`src/rtl/scan_test_sequencer.sv`:
```
// Scan test sequencer: streams patterns into a full-scan core, pulses capture,
// unloads responses (overlapped with the next load) and tallies mismatches.
module scan_test_sequencer #(
    parameter int CHAIN_LEN = 4,
    parameter int NUM_PI    = 2,
    parameter int NUM_PO    = 2,
    parameter int CNT_W     = 8
) (
    input  logic                 clk,
    input  logic                 rst_n,
    input  logic                 start,
    input  logic                 abort,
    input  logic                 pat_valid,
    output logic                 pat_ready,
    input  logic                 pat_last,
    input  logic [CHAIN_LEN-1:0] pat_si,
    input  logic [NUM_PI-1:0]    pat_pi,
    input  logic [NUM_PO-1:0]    pat_xpo,
    input  logic [CHAIN_LEN-1:0] pat_xso,
    output logic                 scan_en,
    output logic                 scan_in,
    output logic [NUM_PI-1:0]    pi,
    input  logic                 scan_out,
    input  logic [NUM_PO-1:0]    po,
    output logic                 busy,
    output logic                 done,
    output logic                 fail,
    output logic [CNT_W-1:0]     pat_count,
    output logic [CNT_W-1:0]     fail_count
);

    localparam int BIT_W = (CHAIN_LEN > 1) ? $clog2(CHAIN_LEN) : 1;
    localparam logic [BIT_W-1:0] LAST_BIT = BIT_W'(CHAIN_LEN - 1);
    localparam logic [CNT_W-1:0] CNT_MAX  = '1;

    typedef enum logic [2:0] {
        S_IDLE, S_LOAD, S_SHIFT, S_CAPTURE, S_UNLOAD, S_DONE
    } state_t;

    state_t                 state_q, state_d;
    logic [BIT_W-1:0]       bit_cnt_q, bit_cnt_d;
    logic [CHAIN_LEN-1:0]   si_q, si_d;
    logic [CHAIN_LEN-1:0]   so_q, so_d;
    logic [CHAIN_LEN-1:0]   xso_q, xso_d;
    logic [CHAIN_LEN-1:0]   xso_prev_q, xso_prev_d;
    logic [NUM_PI-1:0]      pi_q, pi_d;
    logic [NUM_PO-1:0]      xpo_q, xpo_d;
    logic                   last_q, last_d;
    logic                   have_resp_q, have_resp_d;
    logic                   po_pend_q, po_pend_d;
    logic                   fail_q, fail_d;
    logic [CNT_W-1:0]       pat_count_q, pat_count_d;
    logic [CNT_W-1:0]       fail_count_q, fail_count_d;
    logic [CHAIN_LEN-1:0]   so_shift;

    function automatic logic [CNT_W-1:0] sat_inc(input logic [CNT_W-1:0] v);
        return (v == CNT_MAX) ? v : v + CNT_W'(1);
    endfunction

    // Response word as it will stand after this edge's shift.
    assign so_shift = CHAIN_LEN'({so_q, scan_out});

    always_comb begin
        state_d      = state_q;
        bit_cnt_d    = bit_cnt_q;
        si_d         = si_q;
        so_d         = so_q;
        xso_d        = xso_q;
        xso_prev_d   = xso_prev_q;
        pi_d         = pi_q;
        xpo_d        = xpo_q;
        last_d       = last_q;
        have_resp_d  = have_resp_q;
        po_pend_d    = po_pend_q;
        fail_d       = fail_q;
        pat_count_d  = pat_count_q;
        fail_count_d = fail_count_q;

        if (abort && state_q != S_IDLE) begin
            state_d = S_IDLE;
        end else begin
            case (state_q)
                S_IDLE: begin
                    if (start) begin
                        fail_d       = 1'b0;
                        pat_count_d  = '0;
                        fail_count_d = '0;
                        have_resp_d  = 1'b0;
                        po_pend_d    = 1'b0;
                        state_d      = S_LOAD;
                    end
                end
                S_LOAD: begin
                    if (pat_valid) begin
                        si_d      = pat_si;
                        pi_d      = pat_pi;
                        xpo_d     = pat_xpo;
                        xso_d     = pat_xso;
                        last_d    = pat_last;
                        bit_cnt_d = '0;
                        state_d   = S_SHIFT;
                    end
                end
                S_SHIFT, S_UNLOAD: begin
                    si_d      = si_q << 1;
                    so_d      = so_shift;
                    bit_cnt_d = bit_cnt_q + 1'b1;
                    if (bit_cnt_q == LAST_BIT) begin
                        bit_cnt_d = '0;
                        // A pending PO miss and a chain miss together count once.
                        if (have_resp_q) begin
                            if ((so_shift != xso_prev_q) || po_pend_q) begin
                                fail_d       = 1'b1;
                                fail_count_d = sat_inc(fail_count_q);
                            end
                            po_pend_d = 1'b0;
                        end
                        state_d = (state_q == S_SHIFT) ? S_CAPTURE : S_DONE;
                    end
                end
                S_CAPTURE: begin
                    if (po != xpo_q) begin
                        po_pend_d = 1'b1;
                        fail_d    = 1'b1;
                    end
                    pat_count_d = sat_inc(pat_count_q);
                    xso_prev_d  = xso_q;
                    have_resp_d = 1'b1;
                    state_d     = last_q ? S_UNLOAD : S_LOAD;
                end
                S_DONE:  state_d = S_IDLE;
                default: state_d = S_IDLE;
            endcase
        end
    end

    always_ff @(posedge clk or negedge rst_n) begin
        if (!rst_n) begin
            state_q      <= S_IDLE;
            bit_cnt_q    <= '0;
            si_q         <= '0;
            so_q         <= '0;
            xso_q        <= '0;
            xso_prev_q   <= '0;
            pi_q         <= '0;
            xpo_q        <= '0;
            last_q       <= 1'b0;
            have_resp_q  <= 1'b0;
            po_pend_q    <= 1'b0;
            fail_q       <= 1'b0;
            pat_count_q  <= '0;
            fail_count_q <= '0;
        end else begin
            state_q      <= state_d;
            bit_cnt_q    <= bit_cnt_d;
            si_q         <= si_d;
            so_q         <= so_d;
            xso_q        <= xso_d;
            xso_prev_q   <= xso_prev_d;
            pi_q         <= pi_d;
            xpo_q        <= xpo_d;
            last_q       <= last_d;
            have_resp_q  <= have_resp_d;
            po_pend_q    <= po_pend_d;
            fail_q       <= fail_d;
            pat_count_q  <= pat_count_d;
            fail_count_q <= fail_count_d;
        end
    end

    always_comb begin
        pat_ready  = (state_q == S_LOAD);
        scan_en    = (state_q == S_SHIFT) || (state_q == S_UNLOAD);
        scan_in    = (state_q == S_SHIFT) ? si_q[CHAIN_LEN-1] : 1'b0;
        pi         = (state_q == S_CAPTURE) ? pi_q : '0;
        busy       = (state_q != S_IDLE) && (state_q != S_DONE);
        done       = (state_q == S_DONE);
        fail       = fail_q;
        pat_count  = pat_count_q;
        fail_count = fail_count_q;
    end

endmodule

```
`config.mk`:
```
export PLATFORM = sky130hd
export DESIGN_NAME = scan_test_sequencer
export DESIGN_NICKNAME = d
export VERILOG_FILES = /design/src/rtl/scan_test_sequencer.sv
export SDC_FILE = /design/constraint.sdc
export NUM_CORES = 1
export LEC_CHECK = 0
export CORE_ASPECT_RATIO = 1.25
export CORE_MARGIN = 5
export CORE_UTILIZATION = 55
export CTS_CLUSTER_SIZE = 16
export DETAILED_ROUTE_END_ITERATION = 16
export PLACE_DENSITY = 0.84
export SLEW_MARGIN = 20
export SYNTH_ARGS = -nofsm -noshare
export SYNTH_HDL_FRONTEND = slang
export SYNTH_SLANG_ARGS = --single-unit
```
`constraint.sdc`:
```
create_clock -name clk -period 2.4 [get_ports clk]
set_clock_uncertainty 0.05 [all_clocks]
set_input_delay 0.36 -clock clk [delete_from_list [all_inputs] [get_ports clk]]
set_output_delay 0.36 -clock clk [all_outputs]
set_load 0.05 [all_outputs]
```
======== Word level (Yosys, flattened, before mapping) ========
Index checks and enable logic that the tools add are counted.
storage, ports and cells
  register bits ........................... 44
  word-level logic and storage cells ...... 93
operators by class
  $add $sub $neg .......................... 3
  equality and inequality tests ........... 22
  mux-type cells .......................... 32
  bitwise gates (word level) .............. 1
  reductions and logical operators ........ 21
operators with widths
  cell                                                             count
  8-bit 2-to-1 mux                                                 6
  8-bit one-hot mux with 2 select lines                            2
  3-bit 2-to-1 mux                                                 6
  8-bit by 1-bit adder with 8-bit output, second input constant    2
  8-bit == test, second input constant                             2
  2-bit inequality test, second input constant                     8
  7-bit AND reduction                                              2
  3-bit one-hot mux with 4 select lines                            1
  3-bit AND reduction                                              4
  3-bit inequality test, second input constant                     3
  1-bit 2-to-1 mux                                                 8
  4-bit one-hot mux with 2 select lines                            1
  3-bit by 2-bit == test with 1-bit output, second input constant  2
  3-bit == test, second input constant                             2
  2-bit 2-to-1 mux                                                 3
  1-bit one-hot mux with 3 select lines                            2
  6-bit AND reduction                                              1
  2-bit nonzero test                                               3
  3-bit nonzero test                                               2
  4-bit 2-to-1 mux                                                 1
  4-bit inequality test                                            1
  2-bit one-hot mux with 2 select lines                            1
  2-bit AND reduction                                              2
  4-bit AND reduction                                              1
  other kinds (11)                                                 13

======== Depth between registers and ports, before layout ========
Gate-level depths: netlist (run 1).
  depth after elaboration ................. 6
  depth in mapped cells ................... 8

======== Worst setup path before layout (run 1) ========
OpenSTA, ideal clock, no wires.
  kind .................................... register -> register
  start ................................... reg fail_count_q[0] (netlist: fail_count[0])
  end ..................................... reg fail_count_q[4] (netlist: fail_count[4])
  arrival time ............................ 1.776 ns
  required time ........................... 2.265 ns
  slack ................................... 0.489 ns
  stages on the path, launching flop included .. 7
  path buffers ............................ 0
  clock period less this slack ............ 1.911 ns
  cells stage by stage .................... dfrtp_1 -> ha_1 -> nand3_1 -> nor3_1 -> nor2_2 -> nand3b_1 -> mux2i_1
on the way
  word-level cells in the longest chain between the ends .. 6
  elaborated cells between the ends (all ways) .. 9
ends and longest elaborated chain
  what                                    RTL line  RTL
  from (decl)                             53        logic [CNT_W-1:0] fail_count_q, fail_count_d;
  from (signal assigned)                  167       fail_count_q <= fail_count_d;
  8-bit by 1-bit adder with 8-bit output  57        return (v == CNT_MAX) ? v : v + CNT_W'(1);
  8-bit 2-to-1 mux                        57
  8-bit 2-to-1 mux                        112       if ((so_shift != xso_prev_q) || po_pend_q) begin
  8-bit 2-to-1 mux                        111       if (have_resp_q) begin
  8-bit 2-to-1 mux                        108       if (bit_cnt_q == LAST_BIT) begin
  8-bit one-hot mux with 2 select lines   82        case (state_q)
Several ways; a longest one is shown, not always the timed one. The select of a mux whose other input is x is not followed.
A chain may end at the register's enable or synchronous reset.

======== Worst setup path in the final report (run 1) ========
  start ................................... reg state_q[1]
  end ..................................... out pi[1]
on the way
  word-level cells in the longest chain between the ends .. 2
ends and longest elaborated chain
  what                                      RTL line  RTL
  from (decl)                               40        state_t state_q, state_d;
  from (signal assigned)                    154       state_q <= state_d;
  3-bit by 2-bit == test with 1-bit output  175       pi = (state_q == S_CAPTURE) ? pi_q : '0;
  2-bit 2-to-1 mux                          175
  to (decl)                                 22        output logic [NUM_PI-1:0] pi,
Every way passes these cells.

==> summary.txt, run 1 <==
Status
  – Status: completed

Setup path
  – Crit path arrival time: 1.86 ns
  – CP Max Fanout: 17
  – Critical Path Source Type: register
  – Worst Setup End Kind: primary output
  – Crit Path Class: register to primary output
  – Worst EP required: between 1.5 and 2 ns

Cells and area
  – Area Overhead vs Synth: 27.57%
  – Layout cell share with drive strength beyond 1: roughly 20%
  – Number of nets in the layout: between 200 and 300
  – Final Non-Filler Cells: 322
  – Finished Cell Area: between 2000 and 3000 um2
  – # diodes: 0

Clocking
  – H-tree levels: 2
  – Clock Path Buffers: 2
  – Root Buffer: clkbuf_8
  – Cts bufs inserted: 5
  – Clock latency on the worst-skew pair: roughly 0.31 ns
  – CTS clock-pin slew for the worst setup and hold paths: roughly 0.08 ns
  – Post_cts resized: 0
  – CTS Sinks: 44
  – Post-CTS Setup Inserts: 0
  – CTS tree: built

Synthesis
  – Syn Area/Cell: roughly 11 um2
  – Most common cell in the synthesized netlist: dfrtp_1
  – Sequential fraction of the synthesis area: 47.11%
  – Synth Flop Type: dfrtp_1
  – Syn nets: 239
  – Post-synthesis mux area share: 12.04%
  – Post-synth EDFFs: 0
  – Synth area leaders: dfrtp_1 (47%), mux2_2 (8.2%), nand2_1 (5.6%)
  – Synthesized area: ~2300 um2
  – Xor and xnor area share after synthesis: around 4.2%
  – Post-synth ARST share: 100.0%
  – Dominant cell type by area after synthesis: dfrtp_1
  – Synth top area share: 47.11%
  – Yosys Warn Count: 0
  – Unique masters post-synth: slightly above 50
  – Synth Area in Simple Gates: about 22%
  – Largest family of logic cells by synthesized area: simple AND/OR/NAND/NOR gates
  – Post-synth top cells: dfrtp_1 (44), nand2_1 (35), mux2_2 (17), o21ai_0 (10), mux2i_1 (9)
  – Post-synthesis cell count: 215
  – Post-synthesis compound-gate area fraction: a little under 10%
  – Synth Register Bits: 44
  – Fraction of the mapped netlist area in adder cells: 1.606%

Die
  – Area of the core: 4099 um2
  – Die W: around 70 um
  – # rows: 26
  – Initial Util: 57.02%
  – Die footprint: 5661 um2
  – Die Y-Extent: between 80 and 90 um
  – I/O Pins: 45

Pwr
  – Max IR drop VDD: roughly 0.60 mV
  – Total leakage power: ~1.4 nW
  – Total power: roughly 2.5 mW
  – PD cells: 839.5 nW/um2

Route
  – Total number of vias: 1,779
  – WL final: approximately 4700 um
  – Metal3 WL: 246 um
  – Met2 wire len: 2426 um
  – TritonRoute pass-1 iters: 6
  – DRT met1 WL: roughly 1900 um
  – Avg WL per Cell: 14.48 um
  – Post-route ant nets: 0
  – DRC viols: 0
  – Top Layer Used: met4
  – DRT iter0 DRCs: just under 80
  – Post-DR vias/cell: roughly 5.5

Global route
  – Vias in the first global route: 1,810
  – All-Layer GR Usage: between 15 and 20%
  – GR Overflow Total: 0
  – Global-route wire length before repair: 7969 um
  – Largest net degree at the start of global routing: 18
  – Initial antenna violation count: 0

STA
  – Relative slew slack: between 50% and 60%
  – FMAX: between 0.4 and 0.5 GHz
  – Fin crit share: around 94%
  – Count of final max-slew check failures: 0
  – Final hold violations: 0
  – Setup TNS Final: 0 ns
  – Finish-stage setup viols: 0
  – RSZ-0062 raised after global routing: no
  – Setup ws final: 0.1347 ns
  – Tightest Pin Transition: ~0.66 ns
  – Crit path time final: ~2.3 ns

Placement
  – DP Worst Slack: roughly 0.36 ns
  – Post-DP Area: 2845 um2
  – PortBufs: 44
  – Placed Cells: 313
  – Gp weighted congestion: between 0.8 and 0.9
  – HPWL after detailed placement: around 3400 um

Run
  – Max-Cap Viols: 0

Min path
  – Worst min path class: register to register
==> what timing repair did <==
action	4_1_cts	5_1_grt
endpoints found under the hold margin	15	0
setup endpoints to repair	0	0
hold buffers	1	0
==> report_power, final <==
group | total, mW | internal, mW | switching [mW]
logic | 0.786 | 0.366 | 0.420
clock network | 0.617 | 0.367 | 0.250
registers | 1.10 | 0.941 | 0.159
==> cell usage in the layout, fill, tap and decap left out, types with 2 or more instances in the layout <==
| master | count |
|---|---|
| dfrtp_1 | 44 |
| clkdlybuf4s50_1 | 36 |
| nand2_1 | 35 |
| mux2_2 | 17 |
| o21ai_0 | 10 |
| buf_4 | 10 |
| mux2i_1 | 9 |
| nor2_1 | 8 |
| clkbuf_8 | 7 |
| and3_1 | 6 |
| and2_1 | 5 |
| a21o_1 | 5 |
| xor2_1 | 5 |
| nand3_1 | 5 |
| inv_1 | 4 |
| nand2b_1 | 3 |
| a21oi_1 | 3 |
| o21ai_1 | 3 |
| a211oi_1 | 3 |
| xnor2_1 | 3 |
| ha_1 | 3 |
| buf_12 | 3 |
| nand4_4 | 2 |
| or3_1 | 2 |
| a31oi_1 | 2 |
| nand3b_1 | 2 |
| nor3_1 | 2 |
| a22o_1 | 2 |
| o211ai_1 | 2 |
==> flip-flops by register name, indices dropped and copies added (netlist names), 2 cells and up <==
name	flops
pat_count	8
si_q	4
bit_cnt_q	2
xso_prev_q	4
xso_q	4
pi_q	2
state_q	3
fail_count	8
xpo_q	2
so_q	3
==> cell families after synthesis <==
| group | count (synthesis) |
|---|---|
| simple gates | 85 |
| xor+xnor | 9 |
| mux | 26 |
| buf+inv | 13 |
| compound gates | 35 |
| fa+ha+maj | 3 |
| flops | 44 |
==> worst paths after layout <==
path                                        start                       end  slack, ns  cells past startpoint
setup / recovery           state_q[1]$_DFFE_PN0P_                     pi[1]       0.13                      3
hold / removal                si_q[3]$_DFFE_PN0P_       si_q[3]$_DFFE_PN0P_       0.43                      2
setup reg to reg           state_q[1]$_DFFE_PN0P_  pat_count[6]$_DFFE_PN0P_       0.37                      5
hold reg to reg               si_q[3]$_DFFE_PN0P_       si_q[3]$_DFFE_PN0P_       0.43                      2
max in group asynchronous                   rst_n       si_q[2]$_DFFE_PN0P_       1.31                      3
min in group asynchronous                   rst_n  pat_count[2]$_DFFE_PN0P_       0.45                      2
==> per-stage QoR <==
| stage | util, % | hold slack [ns] |
|---|---|---|
| after global routing | 72.74 | 0.4681 |
| after global placement | 69.41 | 0.2411 |
| after CTS | 72.74 | 0.4311 |
| final | 72.74 | 0.4269 |
| after detailed placement | 69.41 | 0.2460 |
| after floorplan | - | 0.01441 |
==> critical path, stage by stage, from the launching register on <==
cell and delay, ns:
dfrtp_1 0.77, and3b_2 0.42, and2_1 0.21, buf_12 0.15
==> layer usage <==
layer,track usage (%),vias to the layer above
li1,-,866
met1,21.02,864
met2,30.79,39
met3,5.541,10
met4,7.414,0
met5,0,-
==> layout make-up <==
class                   instances  area [um2]
clock buffers                   7       96.34
clock inverters                 1       30.03
fillers                       314        1117
inverters                       5       18.77
multi-input cells             158        1155
flip-flops and latches         44        1101
well taps                      56       70.07
repair buffers                 51       510.5
(Power assumes the default switching activity.)
==> run 2, diff against run 1 <==
--- a/config.mk
+++ b/config.mk
@@ -11,6 +11,7 @@
 export CTS_CLUSTER_SIZE = 16
 export DETAILED_ROUTE_END_ITERATION = 16
 export PLACE_DENSITY = 0.84
+export SKIP_LAST_GASP = 1
 export SLEW_MARGIN = 20
 export SYNTH_ARGS = -nofsm -noshare
 export SYNTH_HDL_FRONTEND = slang
==> results of run 2 <==
The final DEF is identical to that of run 1; final timing and power are the same.
